$ cat src/rtl/cp0_pkg.sv
// Shared definitions for the coprocessor-0 exception/interrupt controller:
// register indices, exception codes, field positions and word packers.
package cp0_pkg;

    // CP0 register indices
    localparam logic [4:0] REG_SR    = 5'd12;
    localparam logic [4:0] REG_CAUSE = 5'd13;
    localparam logic [4:0] REG_EPC   = 5'd14;
    localparam logic [4:0] REG_PRID  = 5'd15;

    // Exception codes carried down the pipeline
    localparam logic [4:0] EXC_INT     = 5'd0;
    localparam logic [4:0] EXC_ADEL    = 5'd4;
    localparam logic [4:0] EXC_ADES    = 5'd5;
    localparam logic [4:0] EXC_SYSCALL = 5'd8;
    localparam logic [4:0] EXC_RI      = 5'd10;
    localparam logic [4:0] EXC_OV      = 5'd12;

    // Field bit positions
    localparam int SR_IM_HI    = 15;
    localparam int SR_IM_LO    = 10;
    localparam int SR_EXL      = 1;
    localparam int SR_IE       = 0;
    localparam int CAUSE_BD    = 31;
    localparam int CAUSE_IP_HI = 15;
    localparam int CAUSE_IP_LO = 10;
    localparam int CAUSE_EC_HI = 6;
    localparam int CAUSE_EC_LO = 2;

    // Exception handler entry point used by the pipeline registers
    localparam logic [31:0] HANDLER_PC = 32'h0000_4180;

    // Assemble the architectural SR word; unimplemented bits read 0
    function automatic logic [31:0] pack_sr(input logic [5:0] im,
                                            input logic       exl,
                                            input logic       ie);
        logic [31:0] w;
        w = 32'h0000_0000;
        w[SR_IM_HI:SR_IM_LO] = im;
        w[SR_EXL]            = exl;
        w[SR_IE]             = ie;
        return w;
    endfunction

    // Assemble the architectural Cause word; unimplemented bits read 0
    function automatic logic [31:0] pack_cause(input logic       bd,
                                               input logic [5:0] ip,
                                               input logic [4:0] exc_code);
        logic [31:0] w;
        w = 32'h0000_0000;
        w[CAUSE_BD]                = bd;
        w[CAUSE_IP_HI:CAUSE_IP_LO] = ip;
        w[CAUSE_EC_HI:CAUSE_EC_LO] = exc_code;
        return w;
    endfunction

endpackage

$ cat src/rtl/cp0_req_gen.sv
// Combinational arbitration of hardware interrupts against synchronous
// exceptions. EXL blocks both sources, so handlers never nest.
module cp0_req_gen
    import cp0_pkg::*;
(
    input  logic       ie,
    input  logic       exl,
    input  logic [5:0] im,
    input  logic [5:0] hw_int,
    input  logic [4:0] exc_code_in,
    output logic       int_req,
    output logic       exc_req,
    output logic       req
);

    logic int_req_s;
    logic exc_req_s;

    // Decide whether an interrupt and/or an exception is being taken
    always_comb begin
        int_req_s = 1'b0;
        exc_req_s = 1'b0;
        if (!exl) begin
            int_req_s = ie & (|(im & hw_int));
            exc_req_s = (exc_code_in != EXC_INT);
        end else begin
            int_req_s = 1'b0;
            exc_req_s = 1'b0;
        end
    end

    assign int_req = int_req_s;
    assign exc_req = exc_req_s;
    assign req     = int_req_s | exc_req_s;

endmodule

$ cat src/rtl/cp0.sv
// Coprocessor-0 at the M stage: holds SR, Cause, EPC and PRId, raises the
// pipeline flush request and services mtc0/mfc0/eret.
module cp0
    import cp0_pkg::*;
#(
    parameter logic [31:0] PRID_VAL   = 32'h2022_0707,
    parameter logic [31:0] HANDLER_PC = 32'h0000_4180
) (
    input  logic        clk,
    input  logic        reset,
    input  logic        en,
    input  logic [4:0]  CP0Add,
    input  logic [31:0] CP0In,
    input  logic [31:0] VPC,
    input  logic        BDIn,
    input  logic [4:0]  ExcCodeIn,
    input  logic [5:0]  HWInt,
    input  logic        EXLClr,
    output logic [31:0] CP0Out,
    output logic [31:0] EPCOut,
    output logic        Req
);

    // Architectural state
    logic [5:0]  im_r;
    logic        exl_r;
    logic        ie_r;
    logic        bd_r;
    logic [5:0]  ip_r;
    logic [4:0]  exc_code_r;
    logic [31:0] epc_r;

    logic        int_req_s;
    logic        exc_req_s;
    logic        req_s;
    logic        sr_we_s;
    logic        epc_we_s;
    logic [31:0] rdata_s;

    // HANDLER_PC is only exported to the pipeline registers
    logic unused_handler_s;
    assign unused_handler_s = ^HANDLER_PC;

    cp0_req_gen u_req_gen (
        .ie          (ie_r),
        .exl         (exl_r),
        .im          (im_r),
        .hw_int      (HWInt),
        .exc_code_in (ExcCodeIn),
        .int_req     (int_req_s),
        .exc_req     (exc_req_s),
        .req         (req_s)
    );

    // mtc0 write strobes; a flush in the same cycle discards the write
    always_comb begin
        sr_we_s  = 1'b0;
        epc_we_s = 1'b0;
        if (en && !req_s) begin
            sr_we_s  = (CP0Add == REG_SR);
            epc_we_s = (CP0Add == REG_EPC);
        end else begin
            sr_we_s  = 1'b0;
            epc_we_s = 1'b0;
        end
    end

    // State update: exception entry beats eret, which beats plain mtc0
    always_ff @(posedge clk or posedge reset) begin
        if (reset) begin
            im_r       <= 6'd0;
            exl_r      <= 1'b0;
            ie_r       <= 1'b0;
            bd_r       <= 1'b0;
            ip_r       <= 6'd0;
            exc_code_r <= 5'd0;
            epc_r      <= 32'h0000_0000;
        end else begin
            ip_r <= HWInt;
            if (req_s) begin
                exl_r      <= 1'b1;
                bd_r       <= BDIn;
                exc_code_r <= int_req_s ? EXC_INT : ExcCodeIn;
                epc_r      <= BDIn ? (VPC - 32'd4) : VPC;
            end else begin
                if (sr_we_s) begin
                    im_r <= CP0In[SR_IM_HI:SR_IM_LO];
                    ie_r <= CP0In[SR_IE];
                end
                // eret wins over a simultaneous mtc0 for the EXL bit only
                if (EXLClr) begin
                    exl_r <= 1'b0;
                end else if (sr_we_s) begin
                    exl_r <= CP0In[SR_EXL];
                end
                if (epc_we_s) begin
                    epc_r <= CP0In;
                end
            end
        end
    end

    // mfc0 read mux; unimplemented indices read 0
    always_comb begin
        rdata_s = 32'h0000_0000;
        case (CP0Add)
            REG_SR:    rdata_s = pack_sr(im_r, exl_r, ie_r);
            REG_CAUSE: rdata_s = pack_cause(bd_r, ip_r, exc_code_r);
            REG_EPC:   rdata_s = epc_r;
            REG_PRID:  rdata_s = PRID_VAL;
            default:   rdata_s = 32'h0000_0000;
        endcase
    end

    assign CP0Out = rdata_s;
    assign EPCOut = epc_r;
    assign Req    = req_s;

endmodule

$ cat config.mk
export PLATFORM = sky130hd
export DESIGN_NAME = cp0
export DESIGN_NICKNAME = d
export VERILOG_FILES = /design/src/rtl/cp0_pkg.sv /design/src/rtl/cp0_req_gen.sv /design/src/rtl/cp0.sv
export SDC_FILE = /design/constraint.sdc
export NUM_CORES = 1
export LEC_CHECK = 0
export ABC_AREA = 1
export CORE_UTILIZATION = 48
export DETAILED_ROUTE_END_ITERATION = 10
export PLACE_DENSITY = 0.89
export SYNTH_ARGS = -nofsm -noshare
export SYNTH_HDL_FRONTEND = slang
export SYNTH_SLANG_ARGS = --single-unit
$ cat constraint.sdc
create_clock -name clk -period 2.73 [get_ports clk]
set_input_delay 0.273 -clock clk [delete_from_list [all_inputs] [get_ports clk]]
set_output_delay 0.273 -clock clk [all_outputs]
set_load 0.05 [all_outputs]
==> results of run 1 <==
[through the flow]
step | hold slack (ns) | area (sq um) | worst slack, ns
floorplan | 0.304 | 3800 | 0.636
global placement | 0.490 | 5300 | 0.400
detailed placement | 0.492 | 5300 | 0.325
CTS | 0.271 | 5410 | 0.326
global route | 0.297 | 5410 | 0.202
finish | 0.255 | 5410 | 0.345
[synthesized netlist by cell type, drive strengths merged]
| cell type | n |
|---|---|
| a21oi | 5 |
| and2 | 1 |
| and3 | 1 |
| buf | 16 |
| clkbuf | 1 |
| clkinv | 1 |
| dfrtp | 52 |
| ha | 1 |
| inv | 87 |
| nand2 | 239 |
| nand3 | 36 |
| nand3b | 3 |
| nand4 | 10 |
| nor2 | 89 |
| nor3 | 2 |
| o211ai | 7 |
| o21ai | 36 |
| o21bai | 1 |
| o22ai | 1 |
| or2 | 1 |
| xor2 | 15 |
[state kept, by name, indices dropped and copies added (netlist names)]
| signal | cells |
|---|---|
| bd_r | 1 |
| EPCOut | 32 |
| exc_code_r | 5 |
| ip_r | 6 |
| im_r | 6 |
| ie_r | 1 |
| exl_r | 1 |
[worst max path at each step]
stage                from          to  slack, ns
2_1_floorplan  EPCOut[29]  CP0Out[29]       0.64
3_3_place_gp    CP0Add[1]  CP0Out[24]       0.40
3_5_place_dp    CP0Add[3]  CP0Out[25]       0.32
4_1_cts         CP0Add[3]  CP0Out[25]       0.33
5_1_grt         CP0Add[3]   CP0Out[6]       0.20
6_report        CP0Add[3]  CP0Out[25]       0.35
[final cells by class]
type,count,area [sq um],share of cell area
timing repair buffer,157,1510,0.279
clock buffer,5,68.8,0.0127
tap,102,128,0.0236
clock inverter,3,42.5,0.00786
inverter,88,330,0.0610
multi-input combinational,448,2030,0.375
sequential,52,1300,0.240
[logic make-up (layout without fill, tap and decap cells)]
family	Yosys count	count (layout)	share of synthesized area
xor+xnor	15	15	0.0346
flops	52	52	0.343
buf+inv	105	253	0.123
simple gates	382	382	0.419
compound gates	50	50	0.0774
fa+ha+maj	1	1	0.00329
[power breakdown]
group          internal, mW  switching (mW)
Clock                 0.272           0.261
Combinational         0.945            1.98
Sequential             1.11           0.256
Total                  2.32            2.49
[worst max-delay path: cells and delay by family]
| family | cells | cell delay [ns] |
|---|---|---|
| buffers and inverters | 2 | 1.28 |
| and+or+nand+nor | 4 | 0.54 |
[layer usage]
| layer | up-vias | routed length, um | global-route usage |
|---|---|---|---|
| met3 | 29 | 796 | 0.0410 |
| met1 | 1997 | 5200 | 0.403 |
| met5 | - | 0 | 0 |
| met2 | 194 | 5630 | 0.500 |
| met4 | 0 | 254 | 0.0807 |
| li1 | 2153 | - | - |
==> impl_metrics.env, run 1 <==
export IMPL_synth_area_top_cells="dfrtp_1 34%, nand2_1 23%, inv_1 8.3%"
export IMPL_maxSlewHeadroom=0.641
export IMPL_status="finished, final reports clean"
export IMPL_grt_overflow=0
export IMPL_die_h_um=91.0
export IMPL_ff2ff_path_depth=10
export IMPL_worstMarginPinSlew_ns=0.538
export IMPL_syn_avg_cell_area_sq_um=6.28
export IMPL_final_cell_mix="237 x nand2_1, 128 x clkdlybuf4s50_1, 83 x inv_1"
export IMPL_tns_ns=0
export IMPL_fin_nets=838
export IMPL_synth_seq_cells=52
export IMPL_arrival_ns=2.11
export IMPL_clock_latency_ns=0.31
export IMPL_grt_pass1_wl_um=19700
export IMPL_final_util=0.704
export IMPL_hpwl_um=9500
export IMPL_cts_setup_buffers=0
export IMPL_rows=32
export IMPL_vias=4373
export IMPL_critical_path_slowest_cell="clkdlybuf4s50_1"
export IMPL_portBuffers=149
export IMPL_grt_pass1_vias=4150
export IMPL_antenna_found_initial=0
export IMPL_dp_cells=847
export IMPL_io_pins=150
export IMPL_crit_top_cell="clkdlybuf4s50_1"
export IMPL_cts_clk_slew_worst_paths_ns=0.09
export IMPL_ctsResizeCount=0
export IMPL_finalNonFillerCells=855
export IMPL_firstDrtPassIters=5
export IMPL_ctsHoldBuffers=0
export IMPL_n_antenna_cell=0
export IMPL_via_per_inst=5.11
export IMPL_crit_type="in2out"
export IMPL_cts_made_buffers=5
export IMPL_end_kind="primary output"
export IMPL_synth_top_cell_area_share=0.343
export IMPL_syn_num_nets=691
export IMPL_min_path_type="in2async"
export IMPL_initial_core_util=0.494
export IMPL_timing_clock_skew_ns=0.00577
export IMPL_critical_path_max_stage_delay_ns=0.83
export IMPL_slew_violations=0
export IMPL_die_area_sq_mm=0.00827
export IMPL_track_usage=0.298
export IMPL_grt_max_degree=45
export IMPL_required_ns=2.46
export IMPL_ant_nets=0
export IMPL_area_growth_pct=42.5
export IMPL_drcViolationCount=0
export IMPL_fillerInstances=660
export IMPL_core_sq_mm=0.00769
export IMPL_wl_um=11900
export IMPL_cts_tree="built"
export IMPL_rrSetupSlack_ns=0.76
export IMPL_yosysTopAreaCell="dfrtp_1"
export IMPL_cap_violations=0
export IMPL_crit_path_max_fanout=17
export IMPL_ir_drop_uv=441
export IMPL_period_needed_ns=2.38
export IMPL_routabilityCongestion=0.927
export IMPL_setup_viol=0
export IMPL_rr_endpoint="EPCOut[1]"
export IMPL_ctsHtreeMaxLevel=2
export IMPL_worstPathCellList="clkdlybuf4s50_1 -> nand2_1 -> nor2_4 -> nand2_4 -> nor2_1 -> clkdlybuf4s50_1"
export IMPL_timing_fmax_mhz=419
export IMPL_total_power_mw=4.82
export IMPL_drt_iter0_markers=310
export IMPL_die_w_um=91.0
export IMPL_crit_path_start_kind="input port"
export IMPL_routedWlPerCell_um=13.9
export IMPL_fin_crit_sh=0.874
export IMPL_leakage_nw=2.73
export IMPL_clock_sinks=52
export IMPL_synth_distinct_cells=33
export IMPL_synthCells=605
export IMPL_synth_cell_area_sq_mm=0.00380
export IMPL_yosysSeqAreaShare=0.343
export IMPL_final_common_cell="nand2_1"
export IMPL_p_per_area_mw_per_mm2=890
export IMPL_ys_warnings_count=0
export IMPL_cts_max_path_buffers=2
export IMPL_drive_above_1_share=0.0757
export IMPL_root_buffer="clkbuf_8"
export IMPL_rsz0062_at_grt="no"
export IMPL_r2r_start="im_r[1]"
export IMPL_hold_violations=0
Note: power is estimated with default switching activity, not from simulation.
==> run 2, diff against run 1 <==
--- a/config.mk
+++ b/config.mk
@@ -9,6 +9,7 @@
 export CORE_UTILIZATION = 48
 export DETAILED_ROUTE_END_ITERATION = 10
 export PLACE_DENSITY = 0.89
+export SETUP_SLACK_MARGIN = 0.3
 export SYNTH_ARGS = -nofsm -noshare
 export SYNTH_HDL_FRONTEND = slang
 export SYNTH_SLANG_ARGS = --single-unit
==> impl_metrics.env, run 2 (same netlist as run 1, synthesis figures left out) <==
export IMPL_timing_fmax_mhz=456
export IMPL_via_per_inst=5.10
export IMPL_grt_pass1_wl_um=19700
export IMPL_cts_max_path_buffers=2
export IMPL_maxSlewHeadroom=0.640
export IMPL_routedWlPerCell_um=13.9
export IMPL_root_buffer="clkbuf_8"
export IMPL_fin_crit_sh=0.803
export IMPL_slew_violations=0
export IMPL_ctsHtreeMaxLevel=2
export IMPL_leakage_nw=2.95
export IMPL_post_place_ws_ns=0.325
export IMPL_antenna_found_initial=0
export IMPL_drcViolationCount=0
export IMPL_wl_um=11900
export IMPL_finalNonFillerCells=855
export IMPL_cts_setup_buffers=0
export IMPL_grt_overflow=0
export IMPL_r2r_start="im_r[0]"
export IMPL_end_kind="primary output"
export IMPL_worstPathCellList="clkdlybuf4s50_1 -> nand2_1 -> nor2_4 -> nand2_4 -> clkinvlp_4 -> nand2_1 -> nand4_1 -> buf_4"
export IMPL_critical_path_max_stage_delay_ns=0.40
export IMPL_grt_pass1_vias=4150
export IMPL_cap_violations=0
export IMPL_clock_sinks=52
export IMPL_status="finished, final reports clean"
export IMPL_io_pins=150
export IMPL_final_util=0.708
export IMPL_hpwl_um=9500
export IMPL_die_h_um=91.0
export IMPL_die_area_sq_mm=0.00827
export IMPL_clock_latency_ns=0.31
export IMPL_crit_path_start_kind="input port"
export IMPL_hold_violations=0
export IMPL_rows=32
export IMPL_ir_drop_uv=441
export IMPL_final_common_cell="nand2_1"
export IMPL_setup_viol=0
export IMPL_track_usage=0.298
export IMPL_die_w_um=91.0
export IMPL_drt_iter0_markers=293
export IMPL_p_per_area_mw_per_mm2=885
export IMPL_vias=4361
export IMPL_largest_register_ffs=32
export IMPL_n_antenna_cell=0
export IMPL_portBuffers=149
export IMPL_rr_endpoint="EPCOut[1]"
export IMPL_critPathTopFamily="buffers and inverters"
export IMPL_critical_path_slowest_cell="clkdlybuf4s50_1"
export IMPL_period_needed_ns=2.19
export IMPL_ctsHoldBuffers=0
export IMPL_grt_max_degree=45
export IMPL_crit_type="in2out"
export IMPL_drive_above_1_share=0.0770
export IMPL_rsz0062_at_grt="no"
export IMPL_firstDrtPassIters=5
export IMPL_tns_ns=0
export IMPL_timing_clock_skew_ns=0.00823
export IMPL_dp_cells=847
export IMPL_crit_top_cell="nand2_1"
export IMPL_holdWs_ns=0.256
export IMPL_core_sq_mm=0.00769
export IMPL_arrival_ns=1.92
export IMPL_layout_setup_ws_ns=0.537
export IMPL_initial_core_util=0.494
export IMPL_fin_nets=838
export IMPL_routabilityCongestion=0.927
export IMPL_rrSetupSlack_ns=0.77
export IMPL_min_path_type="in2async"
export IMPL_worst_path_buf_inv=3
export IMPL_cts_clk_slew_worst_paths_ns=0.09
export IMPL_area_growth_pct=43.3
export IMPL_worstMarginPinSlew_ns=0.538
export IMPL_final_cell_mix="237 x nand2_1, 116 x clkdlybuf4s50_1, 83 x inv_1"
export IMPL_cts_tree="built"
export IMPL_crit_path_max_fanout=17
export IMPL_ant_nets=0
export IMPL_ff2ff_path_depth=10
export IMPL_cts_made_buffers=5
export IMPL_required_ns=2.46
[run 2: cell count changes in the layout (fill, tap and decap cells not counted), sizes merged]
cell / delta
clkdlybuf4s50: -12
clkinv: -1
clkinvlp: +1
dlymetal6s2s: +12
[run 2: worst max path at each step]
stage,start,slack [ns],end,cells after the start
floorplan,EPCOut[29],0.64,CP0Out[29],2
CTS,CP0Add[3],0.33,CP0Out[25],6
detailed placement,CP0Add[3],0.32,CP0Out[25],6
global route,CP0Add[3],0.39,CP0Out[6],8
global placement,CP0Add[1],0.40,CP0Out[24],6
finish,CP0Add[3],0.54,CP0Out[10],8
[run 2: layout make-up]
class / instances / area (sq um)
sequential: 52 / 1300
multi-input combinational: 448 / 2030
tap: 102 / 128
clock buffer: 5 / 68.8
fill: 655 / 2240
clock inverter: 3 / 42.5
inverter: 88 / 334
timing repair buffer: 157 / 1540
[run 2: stage by stage]
step	instance area, sq um	power (mW)
3_3_place_gp	5300	4.21
2_1_floorplan	3800	3.34
6_report	5450	4.82
4_1_cts	5410	4.81
5_1_grt	5450	5.09
3_5_place_dp	5300	4.28
[run 2: metal layers]
layer / track usage / share of wire
met2: 0.500 / 0.48
met5: 0 / 0
met4: 0.0807 / 0.021
met3: 0.0410 / 0.070
met1: 0.403 / 0.43
[run 2: timing repair]
item,4_1_cts,5_1_grt
hold endpoints to repair,0,0
resized for setup,0,13
endpoints found under the setup margin,0,26
[run 2: power by group]
group	internal, mW	switching [mW]	total, mW
Clock	0.272	0.262	0.534
Sequential	1.11	0.257	1.36
Combinational	0.945	1.98	2.92
==> run 3, diff against run 2 <==
--- a/config.mk
+++ b/config.mk
@@ -6,9 +6,9 @@
 export NUM_CORES = 1
 export LEC_CHECK = 0
 export ABC_AREA = 1
-export CORE_UTILIZATION = 48
+export CORE_UTILIZATION = 40
 export DETAILED_ROUTE_END_ITERATION = 10
-export PLACE_DENSITY = 0.89
+export PLACE_DENSITY = 0.8
 export SETUP_SLACK_MARGIN = 0.3
 export SYNTH_ARGS = -nofsm -noshare
 export SYNTH_HDL_FRONTEND = slang
==> constraint.sdc (replaced) <==
create_clock -name clk -period 1.8 [get_ports clk]
set_input_delay 0.18 -clock clk [delete_from_list [all_inputs] [get_ports clk]]
set_output_delay 0.18 -clock clk [all_outputs]
set_load 0.05 [all_outputs]
==> impl_metrics.env, run 3 (same netlist as run 1, synthesis figures left out) <==
export IMPL_layout_setup_ws_ns=0.0512
export IMPL_area_growth_pct=75.8
export IMPL_p_per_area_mw_per_mm2=1300
export IMPL_period_needed_ns=1.75
export IMPL_die_h_um=99.5
export IMPL_crit_type="in2out"
export IMPL_die_w_um=99.5
export IMPL_die_area_sq_mm=0.00989
export IMPL_drive_above_1_share=0.280
export IMPL_hold_violations=0
export IMPL_vias=4889
export IMPL_cts_tree="built"
export IMPL_rsz0062_at_grt="yes"
export IMPL_multi_input_area_sq_mm=0.00239
export IMPL_fin_nets=909
export IMPL_slew_violations=0
export IMPL_arrival_ns=1.57
export IMPL_final_cell_mix="197 x nand2_1, 79 x inv_1, 78 x clkdlybuf4s50_1"
export IMPL_cts_made_buffers=5
export IMPL_core_sq_mm=0.00924
export IMPL_routedWlPerCell_um=16.6
export IMPL_via_per_inst=5.13
export IMPL_cts_clk_slew_worst_paths_ns=0.09
export IMPL_placed_area_sq_mm=0.00593
export IMPL_rows=35
export IMPL_crit_path_max_fanout=4
export IMPL_grt_overflow=0
export IMPL_portBuffers=149
export IMPL_leakage_nw=3.37
export IMPL_worstMarginPinSlew_ns=0.519
export IMPL_status="finished, final reports clean"
export IMPL_wl_um=15900
export IMPL_initial_core_util=0.411
export IMPL_clock_sinks=52
export IMPL_n_antenna_cell=0
export IMPL_routabilityCongestion=1.03
export IMPL_antenna_found_initial=0
export IMPL_ctsHoldBuffers=0
export IMPL_hpwl_um=10700
export IMPL_grt_max_degree=53
export IMPL_timing_clock_skew_ns=0.0127
export IMPL_root_buffer="clkbuf_8"
export IMPL_cap_violations=0
export IMPL_grt_pass1_vias=4654
export IMPL_maxSlewHeadroom=0.655
export IMPL_track_usage=0.295
export IMPL_final_common_cell="nand2_1"
export IMPL_post_place_ws_ns=-0.122
export IMPL_ant_nets=0
export IMPL_io_pins=150
export IMPL_timing_fmax_mhz=572
export IMPL_firstDrtPassIters=5
export IMPL_crit_path_start_kind="input port"
export IMPL_grt_pass1_wl_um=23100
export IMPL_clock_latency_ns=0.32
export IMPL_required_ns=1.62
export IMPL_final_area_sq_mm=0.00668
export IMPL_ir_drop_uv=635
export IMPL_fillerInstances=685
export IMPL_end_kind="primary output"
export IMPL_drt_iter0_markers=386
export IMPL_setup_viol=0
export IMPL_fin_crit_sh=0.972
export IMPL_ctsHtreeMaxLevel=2
export IMPL_drcViolationCount=0
export IMPL_largest_register_ffs=32
export IMPL_cts_max_path_buffers=2
export IMPL_min_path_type="in2reg"
export IMPL_seq_area_sq_mm=0.00130
## run 3: cell count changes in the layout (fill, tap and decap cells not counted), moves of 14 or more
| cell | change |
|---|---|
| buf_4 | +44 |
| nand2_1 | -40 |
| clkdlybuf4s50_1 | -38 |
| dlygate4sd2_1 | +30 |
| nand2_2 | +26 |
| nor2_1 | -26 |
| nor2_2 | +24 |
| buf_12 | +23 |
| nand2_4 | +14 |
## run 3: critical path, cell delays in order
cell	delay, ns
clkdlybuf4s50_1	0.45
nor2_1	0.20
nand2_1	0.13
o21ai_4	0.24
nand2_4	0.10
buf_12	0.14
buf_12	0.14
## run 3: stage by stage
step / power, mW / TNS [ns] / utilization / hold WS [ns] / std cells
2_1_floorplan: 5.10 / 0 / - / 0.211 / 605
3_3_place_gp: 6.75 / -0.363 / 0.642 / 0.494 / 919
3_5_place_dp: 6.87 / -1.28 / 0.642 / 0.498 / 919
4_1_cts: 7.82 / 0 / 0.678 / 0.133 / 943
5_1_grt: 9.10 / 0 / 0.723 / 0.164 / 953
6_report: 8.68 / 0 / 0.723 / 0.165 / 953
## run 3: final cells by class
class                      count  share of cell area
tap                          129              0.0242
clock buffer                   6              0.0124
timing repair buffer         227               0.358
multi-input combinational    449               0.357
sequential                    52               0.195
clock inverter                 2             0.00206
inverter                      88              0.0513
## run 3: worst paths after layout
path                         startpoint            end  slack [ns]  cells past startpoint
min                            HWInt[3]        ip_r[3]        0.17                      1
max in group asynchronous         reset  exc_code_r[0]        1.33                      3
max reg2reg                     im_r[1]      EPCOut[1]        0.12                     13
min reg2reg                   EPCOut[4]      EPCOut[4]        0.52                      2
min in group asynchronous         reset     EPCOut[15]        0.22                      3
max                        ExcCodeIn[1]            Req        0.05                      7
## run 3: metal layers
metal	share of wire	global-route usage
met3	0.066	0.0288
met5	0	0
met2	0.49	0.517
met1	0.40	0.384
met4	0.047	0.0950
## run 3: report_power, final
group	internal [mW]	switching, mW	total (mW)
combinational	2.10	3.64	5.74
sequential	1.68	0.516	2.19
clock	0.316	0.427	0.743
## run 3: what timing repair did
action,in CTS,in global routing
setup buffers,12,7
resized for setup,60,108
setup endpoints to repair,92,65
pin swaps,8,29
cloned,4,3
